### src/rtl/fir_param.sv
// fir_param: runtime-programmable direct-form FIR with valid qualification, flush and a primed flag.
// Build option FIR_SAT_EN: saturate the output reduction instead of wrapping and add the sat_flag port.
module fir_param #(
   parameter int N_TAPS = 4,
   parameter int IN_W   = 4,
   parameter int COEF_W = 8,
   parameter int OUT_W  = 16,
   parameter int ADDR_W = 2
) (
   input  logic                     clk,
   input  logic                     rst,
   input  logic                     in_valid,
   input  logic signed [IN_W-1:0]   In,
   input  logic                     flush,
   input  logic                     coef_we,
   input  logic        [ADDR_W-1:0] coef_addr,
   input  logic signed [COEF_W-1:0] coef_data,
   output logic signed [OUT_W-1:0]  Out,
   output logic                     out_valid,
   output logic                     primed
`ifdef FIR_SAT_EN
  ,output logic                     sat_flag
`endif
);
   localparam int ACC_W = IN_W + COEF_W + $clog2(N_TAPS);
   localparam int CNT_W = $clog2(N_TAPS + 1);

   logic signed [IN_W-1:0]   delay_q [N_TAPS-1];
   logic signed [IN_W-1:0]   delay_d [N_TAPS-1];
   logic signed [COEF_W-1:0] coef_q  [N_TAPS];
   logic signed [OUT_W-1:0]  out_q, out_d;
   logic                     outValid_q, outValid_d;
   logic        [CNT_W-1:0]  fillCnt_q, fillCnt_d;
   logic                     primed_q, primed_d;
   logic signed [ACC_W-1:0]  acc;
   logic signed [ACC_W-1:0]  tapCoef, tapSample;
   logic signed [OUT_W-1:0]  outReduced;
   logic                     accept;

   // Operands are widened to the accumulator width first so no product or partial sum can overflow.
   always_comb begin
      tapCoef   = ACC_W'(coef_q[0]);
      tapSample = ACC_W'(In);
      acc       = tapCoef * tapSample;
      for (int k = 1; k < N_TAPS; k++) begin
         tapCoef   = ACC_W'(coef_q[k]);
         tapSample = ACC_W'(delay_q[k-1]);
         acc       = acc + tapCoef * tapSample;
      end
   end

`ifdef FIR_SAT_EN
   localparam int WIDE_W = (ACC_W > OUT_W) ? ACC_W : OUT_W;
   localparam logic signed [WIDE_W-1:0] OUT_MAX = {{(WIDE_W-OUT_W+1){1'b0}}, {(OUT_W-1){1'b1}}};
   localparam logic signed [WIDE_W-1:0] OUT_MIN = {{(WIDE_W-OUT_W+1){1'b1}}, {(OUT_W-1){1'b0}}};

   logic signed [WIDE_W-1:0] accWide;
   logic                     clamp;
   logic                     satFlag_q, satFlag_d;

   always_comb begin
      accWide    = WIDE_W'(acc);
      clamp      = 1'b1;
      outReduced = OUT_W'(accWide);
      if (accWide > OUT_MAX) begin
         outReduced = OUT_W'(OUT_MAX);
      end else if (accWide < OUT_MIN) begin
         outReduced = OUT_W'(OUT_MIN);
      end else begin
         clamp = 1'b0;
      end
   end

   assign satFlag_d = accept ? clamp : satFlag_q;
   assign sat_flag  = satFlag_q;
`else
   always_comb outReduced = OUT_W'(acc);
`endif

   assign accept = in_valid && !flush;

   // Flush takes priority over a sample on the same edge; Out deliberately keeps its last value.
   always_comb begin
      delay_d    = delay_q;
      out_d      = out_q;
      fillCnt_d  = fillCnt_q;
      outValid_d = accept;
      if (flush) begin
         for (int k = 0; k < N_TAPS-1; k++) delay_d[k] = '0;
         fillCnt_d = '0;
      end else if (in_valid) begin
         delay_d[0] = In;
         for (int k = 1; k < N_TAPS-1; k++) delay_d[k] = delay_q[k-1];
         out_d = outReduced;
         if (fillCnt_q != CNT_W'(N_TAPS)) fillCnt_d = fillCnt_q + CNT_W'(1);
      end
      primed_d = (fillCnt_d == CNT_W'(N_TAPS));
   end

   always_ff @(posedge clk or posedge rst) begin
      if (rst) begin
         for (int k = 0; k < N_TAPS-1; k++) delay_q[k] <= '0;
         for (int k = 0; k < N_TAPS; k++) coef_q[k] <= COEF_W'(1);
         out_q      <= '0;
         outValid_q <= 1'b0;
         fillCnt_q  <= '0;
         primed_q   <= 1'b0;
`ifdef FIR_SAT_EN
         satFlag_q  <= 1'b0;
`endif
      end else begin
         delay_q    <= delay_d;
         out_q      <= out_d;
         outValid_q <= outValid_d;
         fillCnt_q  <= fillCnt_d;
         primed_q   <= primed_d;
`ifdef FIR_SAT_EN
         satFlag_q  <= satFlag_d;
`endif
         // Addresses at or beyond N_TAPS match no tap, so such writes fall away.
         for (int k = 0; k < N_TAPS; k++) begin
            if (coef_we && coef_addr == ADDR_W'(k)) coef_q[k] <= coef_data;
         end
      end
   end

   assign Out       = out_q;
   assign out_valid = outValid_q;
   assign primed    = primed_q;
endmodule

### config.mk
export PLATFORM = sky130hd
export DESIGN_NAME = fir_param
export DESIGN_NICKNAME = d
export VERILOG_FILES = /design/src/rtl/fir_param.sv
export SDC_FILE = /design/constraint.sdc
export NUM_CORES = 1
export LEC_CHECK = 0
export CAP_MARGIN = 25
export CORE_MARGIN = 2
export CORE_UTILIZATION = 55
export DETAILED_ROUTE_END_ITERATION = 8
export GPL_ROUTABILITY_DRIVEN = 0
export GPL_TIMING_DRIVEN = 0
export MAX_ROUTING_LAYER = met4
export PLACE_DENSITY = 0.74
export SLEW_MARGIN = 30
export SYNTH_ARGS = -nofsm -noshare
export SYNTH_HDL_FRONTEND = slang
export SYNTH_SLANG_ARGS = --single-unit
### constraint.sdc
create_clock -name clk -period 8.57 [get_ports clk]
set_clock_uncertainty 0.2 [all_clocks]
set_input_delay 1.714 -clock clk [delete_from_list [all_inputs] [get_ports clk]]
set_output_delay 1.714 -clock clk [all_outputs]
set_load 0.005 [all_outputs]
==> reports/qor.yml, run 1 <==
relSlewSlack_pct: 48.4
yosysWarningCount: 0
clock-sinks: 63
vias: 5033
use_met2_pct: 43.5
maxCapViolations: 0
antenna_cells: 0
die_h_um: 122
avgSynthCellArea_um2: 10.4
outcome: "complete, no violations"
syn2layout_area_growth_pct: 11.9
cts_max_level: 3
min_path_type: "register to register"
cp-end-kind: "register"
synth_cells: 734
grt_overflow: 0
drc_errors: 0
p_leak_nw: 4.05
async_reset_ff_share_pct: 100
cp-start-kind: "primary input"
hold_buffers: 0
cpMostUsedCell: "fa_1"
synthDistinctLibCells: 45
final_common_cell: "inv_1"
p_total_mw: 2.43
dieArea_um2: 14800
path_cells: "clkdlybuf4s50_1 > nor2b_1 > fa_1 > fa_1 > inv_1 > fa_1 > inv_1 > fa_1 > fa_1 > inv_1 > fa_1 > inv_1 > ha_1 > a21oi_2 > o21ai_2 > or4b_4 > o21ai_2 > xnor2_1 > o21ai_1"
mostFrequentLayoutCells: "inv_1 (154), fa_1 (137), nand2_1 (68)"
numCtsBuffers: 9
grt_pass1_vias: 5570
critical_path.max_stage_delay_ns: 0.75
netlist_area_um2: 7610
max_freq_ghz: 0.135
grt_use_met1_pct: 31.1
hold_path_depth: 2
crit_arrival_ns: 7.40
grt_max_degree: 48
timing.final.max_slew_violations: 0
reg2reg_slack_ns: 2.25
drive_gt1_share_pct: 8.55
fin_nets: 979
post_cts_buffers: 0
ys_seq_area_share_pct: 20.8
rsz0062_at_grt: "false"
setup_viol_count_final: 0
tightest_slew_ns: 0.771
synth_seq_cells: 63
track_usage_pct: 25.6
fin_area_um2: 8510
crit_slowest_cell: "clkdlybuf4s50_1"
numPortBuffers: 33
period_share_pct: 86.2
grt_most_used_layer: "met2"
post_dp_cell_area_um2: 8190
critical_path_class: "primary input to register"
ir_drop_uv: 189
io_pins: 37
cp_data_required_time_ns: 8.59
row_count: 42
power_density_nw_per_um2: 285
antenna_found_initial: 0
wl_mm: 16.2
ys.flop_type: "dfrtp_1"
critPathTopFamily: "adder cells"
finalHoldViolCount: 0
clockRootBuffer: "clkbuf_16"
r2r_cells: 18
post-dp-hpwl_mm: 13.4
drt_pre_antenna_iters: 4
drt_iter0_drc: 242
critPathBufInv: 5
synth-edff-count: 0
ant_nets: 0
cp.depth: 19
coreArea_um2: 13300
crit_fanout: 10
cts_tree: "yes"
grt_pass1_wl_mm: 27.5
tns_ns: 0
finalCriticalPeriod_ns: 7.39
fill_cells: 1086
ctsResizeCount: 0
clock_latency_ns: 0.35
cts_buffer_depth: 2
use_met3_pct: 4.21
syn_nets: 934
vias_per_cell: 5.24
die_w_um: 122
clkTransAtPathRegs_ns: 0.05
start_util_pct: 57.0
routedWlPerCell_um: 16.9
-- stage by stage --
stage	utilization (%)	setup slack (ns)	std cells	hold WS, ns
final	63.8	1.18	960	0.281
after global routing	63.8	0.970	960	0.303
after CTS	63.8	1.17	960	0.291
after detailed placement	61.3	0.812	944	0.278
after global placement	61.1	0.907	943	0.257
after floorplan	-	1.63	734	0.270
-- cell usage after synthesis (2+ instances only) --
| cell | number | area share, % |
|---|---|---|
| buf_4 | 2 | 0.20 |
| nor3_1 | 3 | 0.20 |
| xor2_1 | 7 | 0.81 |
| nand2b_1 | 20 | 1.6 |
| mux2_2 | 34 | 5.0 |
| o21ai_0 | 8 | 0.53 |
| inv_1 | 155 | 7.6 |
| o211ai_1 | 2 | 0.20 |
| a21o_1 | 3 | 0.30 |
| xnor2_1 | 16 | 1.8 |
| o21a_1 | 3 | 0.30 |
| o21ai_2 | 2 | 0.23 |
| a21oi_2 | 2 | 0.23 |
| o21ai_1 | 4 | 0.26 |
| ha_1 | 44 | 7.2 |
| clkbuf_1 | 20 | 0.99 |
| a311o_1 | 2 | 0.26 |
| nand3b_1 | 5 | 0.49 |
| nand3_1 | 5 | 0.33 |
| nor2_1 | 21 | 1.0 |
| nor3b_1 | 3 | 0.30 |
| dfrtp_1 | 59 | 19 |
| nor2b_1 | 15 | 1.2 |
| a211oi_1 | 2 | 0.20 |
| buf_2 | 2 | 0.13 |
| a21oi_1 | 7 | 0.46 |
| dfstp_2 | 4 | 1.4 |
| and2_0 | 2 | 0.16 |
| fa_1 | 137 | 36 |
| and2_1 | 48 | 3.9 |
| nand2_1 | 68 | 3.4 |
| mux2i_1 | 15 | 2.0 |
| o31ai_1 | 2 | 0.20 |
-- layer usage --
layer | routed length (um) | vias to the layer above
met3 | 495 | 26
met2 | 8730 | 82
met1 | 6550 | 2612
li1 | - | 2313
met5 | 0 | -
met4 | 430 | 0
-- layout make-up --
cell class	instances	area, um^2	area share, %
plain buffers	24	100	1.18
clock buffers	12	246	2.90
clock inverters	4	77.6	0.911
inverters	155	584	6.87
multi-input cells	492	5340	62.8
flip-flops and latches	63	1580	18.6
well taps	176	220	2.59
repair buffers	34	358	4.20
-- power breakdown --
| part | total [mW] | switching [mW] | internal (mW) |
|---|---|---|---|
| registers | 0.428 | 0.0610 | 0.367 |
| clock network | 0.409 | 0.145 | 0.264 |
| logic | 1.59 | 0.857 | 0.735 |
| total | 2.43 | 1.06 | 1.37 |
-- worst reg2reg max path: cells and delay by family, from the launching register on --
family | cells | cell delay, ns
compound gates | 4 | 0.51
simple gates | 2 | 0.71
buf+inv | 4 | 0.68
xor+xnor | 1 | 0.13
flops | 1 | 0.59
fa+ha+maj | 7 | 3.38
-- final timing paths --
| path | startpoint | end |
|---|---|---|
| setup / recovery | In[3] | Out[13] |
| hold / removal | Out[6] | Out[6] |
| setup reg to reg | delay_q[7] | Out[13] |
| hold reg to reg | Out[6] | Out[6] |
| max in group asynchronous | rst | coef_q[8] |
| min in group asynchronous | rst | primed |
-- cell families after synthesis --
family / share of synthesized area (%)
compound gates: 3.57
xor+xnor: 2.65
fa+ha+maj: 43.4
buf+inv: 8.97
flops: 20.8
mux: 7.01
simple gates: 13.6
-- state kept, by name, indices dropped and copies added, names as in the netlist --
| register | cells |
|---|---|
| coef_q | 32 |
| Out | 14 |
| delay_q | 12 |
| fillCnt_q | 3 |
| out_valid | 1 |
| primed | 1 |
No activity file was read; power rests on OpenSTA's default activity.
==> run 2: changes to the inputs <==
--- a/config.mk
+++ b/config.mk
@@ -6,7 +6,7 @@
 export NUM_CORES = 1
 export LEC_CHECK = 0
 export CAP_MARGIN = 25
-export CORE_MARGIN = 2
+export CORE_MARGIN = 4
 export CORE_UTILIZATION = 55
 export DETAILED_ROUTE_END_ITERATION = 8
 export GPL_ROUTABILITY_DRIVEN = 0
==> run 2 against run 1 <==
Via count is 1.2% higher; wire length shrank 0.44%; clock power is 1% higher; cell count is the same; critical path type unchanged; die area is 6.7% higher; hold slack got worse by 0.010 ns; sequential share of layout area hardly changed; first-iteration DRC count down 9.5%; sequential cell count did not move; utilization fell by 0.22 points; total power about the same; sequential power hardly changed.
==> reports/qor.yml, run 2 (synthesized netlist as in run 1, its figures left out) <==
p_int_mw: 1.36
maxCapViolations: 0
die_w_um: 126
ant_nets: 0
finalCriticalPeriod_ns: 7.40
drive_gt1_share_pct: 8.80
track_usage_pct: 23.0
rr_startpoint: "delay_q[7]"
row_count: 42
drc_errors: 0
dp_slack_ns: 0.817
drt_pre_antenna_iters: 4
post-dp-hpwl_mm: 13.3
final.setup.worst_slack_ns: 1.17
r2r_cells: 18
crit_arrival_ns: 7.41
numCtsBuffers: 9
clkTransAtPathRegs_ns: 0.06
regArea_um2: 1580
hold_end: "Out[0]"
hold_path_depth: 2
cts_max_level: 3
clock-sinks: 63
cpMostUsedCell: "fa_1"
wl_mm: 16.1
hold_buffers: 0
vias: 5091
fill_cells: 1097
power_density_nw_per_um2: 285
cp.depth: 19
syn2layout_area_growth_pct: 11.9
numPortBuffers: 33
critical_path_class: "primary input to register"
tightest_slew_ns: 0.756
timing.final.max_slew_violations: 0
die_h_um: 126
seqPwrFrac_pct: 17.6
grt_overflow: 0
mostFrequentLayoutCells: "inv_1 (154), fa_1 (137), nand2_1 (68)"
cp_data_required_time_ns: 8.58
post_cts_buffers: 0
start_util_pct: 56.8
p_sw_share_pct: 44.0
vias_per_cell: 5.30
finalHoldViolCount: 0
whs_ns: 0.270
rsz0062_at_grt: "false"
dp_cells: 944
routedWlPerCell_um: 16.8
grt_max_degree: 48
hold_start: "Out[0]"
reg2reg_to: "Out[13]"
regMostFlops: "coef_q"
final_common_cell: "inv_1"
ir_drop_uv: 192
grt_pass1_wl_mm: 27.6
multiInputGateArea_um2: 5340
crit_fanout: 10
crit_slowest_cell: "clkdlybuf4s50_1"
cts_buffer_depth: 2
critical_path.max_stage_delay_ns: 0.76
drt_iter0_drc: 219
critPathBufInv: 5
antenna_found_initial: 0
fin_area_um2: 8510
period_share_pct: 86.3
p_clk_share_pct: 17.0
grt_pass1_vias: 5589
reg2reg_slack_ns: 2.25
pwr-share-comb_pct: 65.4
clockRootBuffer: "clkbuf_16"
ctsResizeCount: 0
cp-start-kind: "primary input"
coreArea_um2: 13400
p_leak_nw: 4.06
dieArea_um2: 15800
outcome: "complete, no violations"
tns_ns: 0
cp-end-kind: "register"
min_path_type: "register to register"
setup_viol_count_final: 0
critPathTopFamily: "adder cells"
cts_tree: "yes"
relSlewSlack_pct: 49.4
p_sw_mw: 1.07
io_pins: 37
max_freq_ghz: 0.135
antenna_cells: 0
post_dp_cell_area_um2: 8190
largest_reg_flops: 32
path_cells: "clkdlybuf4s50_1 > nor2b_1 > fa_1 > fa_1 > inv_1 > fa_1 > inv_1 > fa_1 > fa_1 > inv_1 > fa_1 > inv_1 > ha_1 > a21oi_2 > o21ai_2 > or4b_4 > o21ai_2 > xnor2_1 > o21ai_1"
clock_latency_ns: 0.35
layout.cells.non_filler: 960
fin_nets: 979
-- run 2: cell types whose count changed in the layout (fill, tap and decap cells not counted), sizes merged --
| cell | change |
|---|---|
| clkbuf | -3 |
| inv | +2 |
| clkinv | +1 |
-- run 2: per-stage QoR --
step | power [mW] | util [%]
finish | 2.43 | 63.5
global route | 2.69 | 63.5
CTS | 2.45 | 63.5
detailed placement | 2.03 | 61.1
global placement | 1.94 | 60.9
floorplan | 1.63 | -
-- run 2: final cells by class --
class | count | area share [%]
plain buffers | 24 | 1.18
multi-input cells | 492 | 62.7
clock buffers | 9 | 2.65
flip-flops and latches | 63 | 18.6
clock inverters | 7 | 1.20
well taps | 176 | 2.59
inverters | 155 | 6.86
repair buffers | 34 | 4.20
-- run 2: power groups by stage --
stage | registers [mW] | logic (mW) | clock network, mW
after CTS | 0.427 | 1.60 | 0.419
final | 0.428 | 1.59 | 0.413
after global routing | 0.438 | 1.82 | 0.432
after detailed placement | 0.432 | 1.59 | 0
after global placement | 0.428 | 1.52 | 0
after floorplan | 0.414 | 1.21 | 0
-- run 2: how the worst max path moves through the flow --
stage	start	end	slack, ns
detailed placement	In[3]	Out[13]	0.82
global route	In[3]	Out[13]	0.92
floorplan	In[1]	Out[13]	1.63
global placement	In[3]	Out[13]	0.91
CTS	In[3]	Out[13]	1.18
finish	In[3]	Out[13]	1.17
-- run 2: tightest hold or removal path: cells and delay by family (launching register included) --
family / cells / cell delay (ns)
DFF: 1 / 0.34
and+or+nand+nor: 2 / 0.10
-- run 2: routing by layer --
metal  global-route usage, %  wire length [um]  vias up
met4                    8.93               467        0
met2                    38.3              8610      128
met3                    3.84               822       34
li1                        -                 -     2309
met1                    28.1              6230     2620
met5                       -                 0        -
==> run 3: changes to the inputs <==
--- a/config.mk
+++ b/config.mk
@@ -6,7 +6,6 @@
 export NUM_CORES = 1
 export LEC_CHECK = 0
 export CAP_MARGIN = 25
-export CORE_MARGIN = 4
 export CORE_UTILIZATION = 55
 export DETAILED_ROUTE_END_ITERATION = 8
 export GPL_ROUTABILITY_DRIVEN = 0
==> run 3 against run 2 <==
Sequential share of layout area grew 0.10 points; cell count stayed put; die area shrank 9.3%; non-clock buffer count unchanged; count of clock-buffer cells in the layout did not move; fmax shrank 0.34%; clock power fell by 14%; register-to-register slack better by 0.05 ns; total power fell by 2.5%; highest routed layer unchanged.
==> reports/qor.yml, run 3 (synthesized netlist as in run 1, its figures left out) <==
outcome: "complete, no violations"
hold_path_depth: 2
cts_tree: "yes"
maxCapViolations: 0
die_h_um: 120
routedWlPerCell_um: 16.8
p_clk_share_pct: 15.1
clock_latency_ns: 0.35
pwr-share-comb_pct: 66.9
reg2reg_to: "Out[13]"
finalCriticalPeriod_ns: 7.42
ctsResizeCount: 0
clkTransAtPathRegs_ns: 0.06
hold_start: "Out[0]"
drt_iter0_drc: 289
p_leak_nw: 4.03
largest_reg_flops: 32
numPortBuffers: 33
final.setup.worst_slack_ns: 1.15
row_count: 42
io_pins: 37
power_density_nw_per_um2: 280
vias_per_cell: 5.33
tns_ns: 0
fin_nets: 979
dp_slack_ns: 0.813
relSlewSlack_pct: 47.9
seqPwrFrac_pct: 18.1
grt_pass1_vias: 5591
rr_startpoint: "delay_q[7]"
grt_pass1_wl_mm: 27.4
p_int_mw: 1.30
ant_nets: 0
vias: 5114
syn2layout_area_growth_pct: 11.3
cp_data_required_time_ns: 8.58
cp-end-kind: "register"
mostFrequentLayoutCells: "inv_1 (154), fa_1 (137), nand2_1 (68)"
reg2reg_slack_ns: 2.30
crit_fanout: 10
hold_end: "Out[0]"
grt_overflow: 0
grt_max_degree: 48
cts_max_level: 3
wl_mm: 16.1
finalHoldViolCount: 0
min_path_type: "register to register"
coreArea_um2: 13300
setup_viol_count_final: 0
regMostFlops: "coef_q"
drt_pre_antenna_iters: 4
tightest_slew_ns: 0.778
start_util_pct: 57.0
cp-start-kind: "primary input"
critical_path_class: "primary input to register"
crit_path_start: "In[3]"
numCtsBuffers: 9
crit_arrival_ns: 7.44
antenna_cells: 0
drc_errors: 0
clock-sinks: 63
post-dp-hpwl_mm: 13.3
rsz0062_at_grt: "false"
dieArea_um2: 14300
antenna_found_initial: 0
final_common_cell: "inv_1"
clockRootBuffer: "clkbuf_16"
cts_buffer_depth: 2
die_w_um: 120
track_usage_pct: 26.2
timing.final.max_slew_violations: 0
p_sw_mw: 1.07
drive_gt1_share_pct: 8.80
hold_buffers: 0
max_freq_ghz: 0.135
r2r_cells: 18
ir_drop_uv: 194
post_cts_buffers: 0
p_sw_share_pct: 45.1
period_share_pct: 86.6
==> run 3: cell count changes in the layout (fill, tap and decap cells not counted), sizes merged <==
cell      delta
bufinv       -2
clkinv       +1
clkinvlp     +1
==> run 3: final cells by class <==
cell class	count	area (um^2)
buffer	24	100
clock inverter	7	55.1
fill	1108	4880
multi-input combinational	492	5340
timing repair buffer	34	358
inverter	155	584
tap	176	220
sequential	63	1580
clock buffer	9	225
==> run 3: stage by stage <==
stage                     cells  utilization [%]  power (mW)  instance area (um^2)  hold slack [ns]
after floorplan             734                -        1.63                  7610            0.270
after global placement      943             61.1        1.94                  8160            0.258
after detailed placement    944             61.3        2.01                  8190            0.265
after CTS                   960             63.4        2.38                  8470            0.279
after global routing        960             63.4        2.61                  8470            0.320
final                       960             63.4        2.37                  8470            0.272
==> run 3: how the worst max path moves through the flow <==
stage                          to  slack [ns]  cells past startpoint
after floorplan           Out[13]        1.63                     19
after global placement    Out[13]        0.91                     19
after detailed placement  Out[13]        0.81                     19
after CTS                 Out[13]        1.16                     19
after global routing      Out[13]        0.98                     19
final                     Out[13]        1.15                     19
==> run 3: worst max-delay path: stages <==
cell and delay [ns]:
clkdlybuf4s50_1 0.78, nor2b_1 0.24, fa_1 0.47, fa_1 0.56, inv_1 0.05, fa_1 0.50, inv_1 0.06, fa_1 0.49
fa_1 0.49, inv_1 0.05, fa_1 0.47, inv_1 0.04, ha_1 0.38, a21oi_2 0.18, o21ai_2 0.09, or4b_4 0.52
o21ai_2 0.14, xnor2_1 0.13, o21ai_1 0.07
==> run 3: power groups by stage <==
stage,Clock [mW],Sequential (mW),Combinational (mW)
after floorplan,0,0.414,1.21
after global placement,0,0.428,1.51
after detailed placement,0,0.432,1.58
after CTS,0.359,0.427,1.60
after global routing,0.376,0.439,1.80
final,0.357,0.427,1.58
==> run 3: per-layer routing <==
layer	track usage [%]	vias to the layer above	wire length [um]
met5	-	-	0
met4	10.3	0	551
met3	4.28	38	745
met2	44.2	130	8580
met1	31.7	2641	6270
li1	-	2305	-
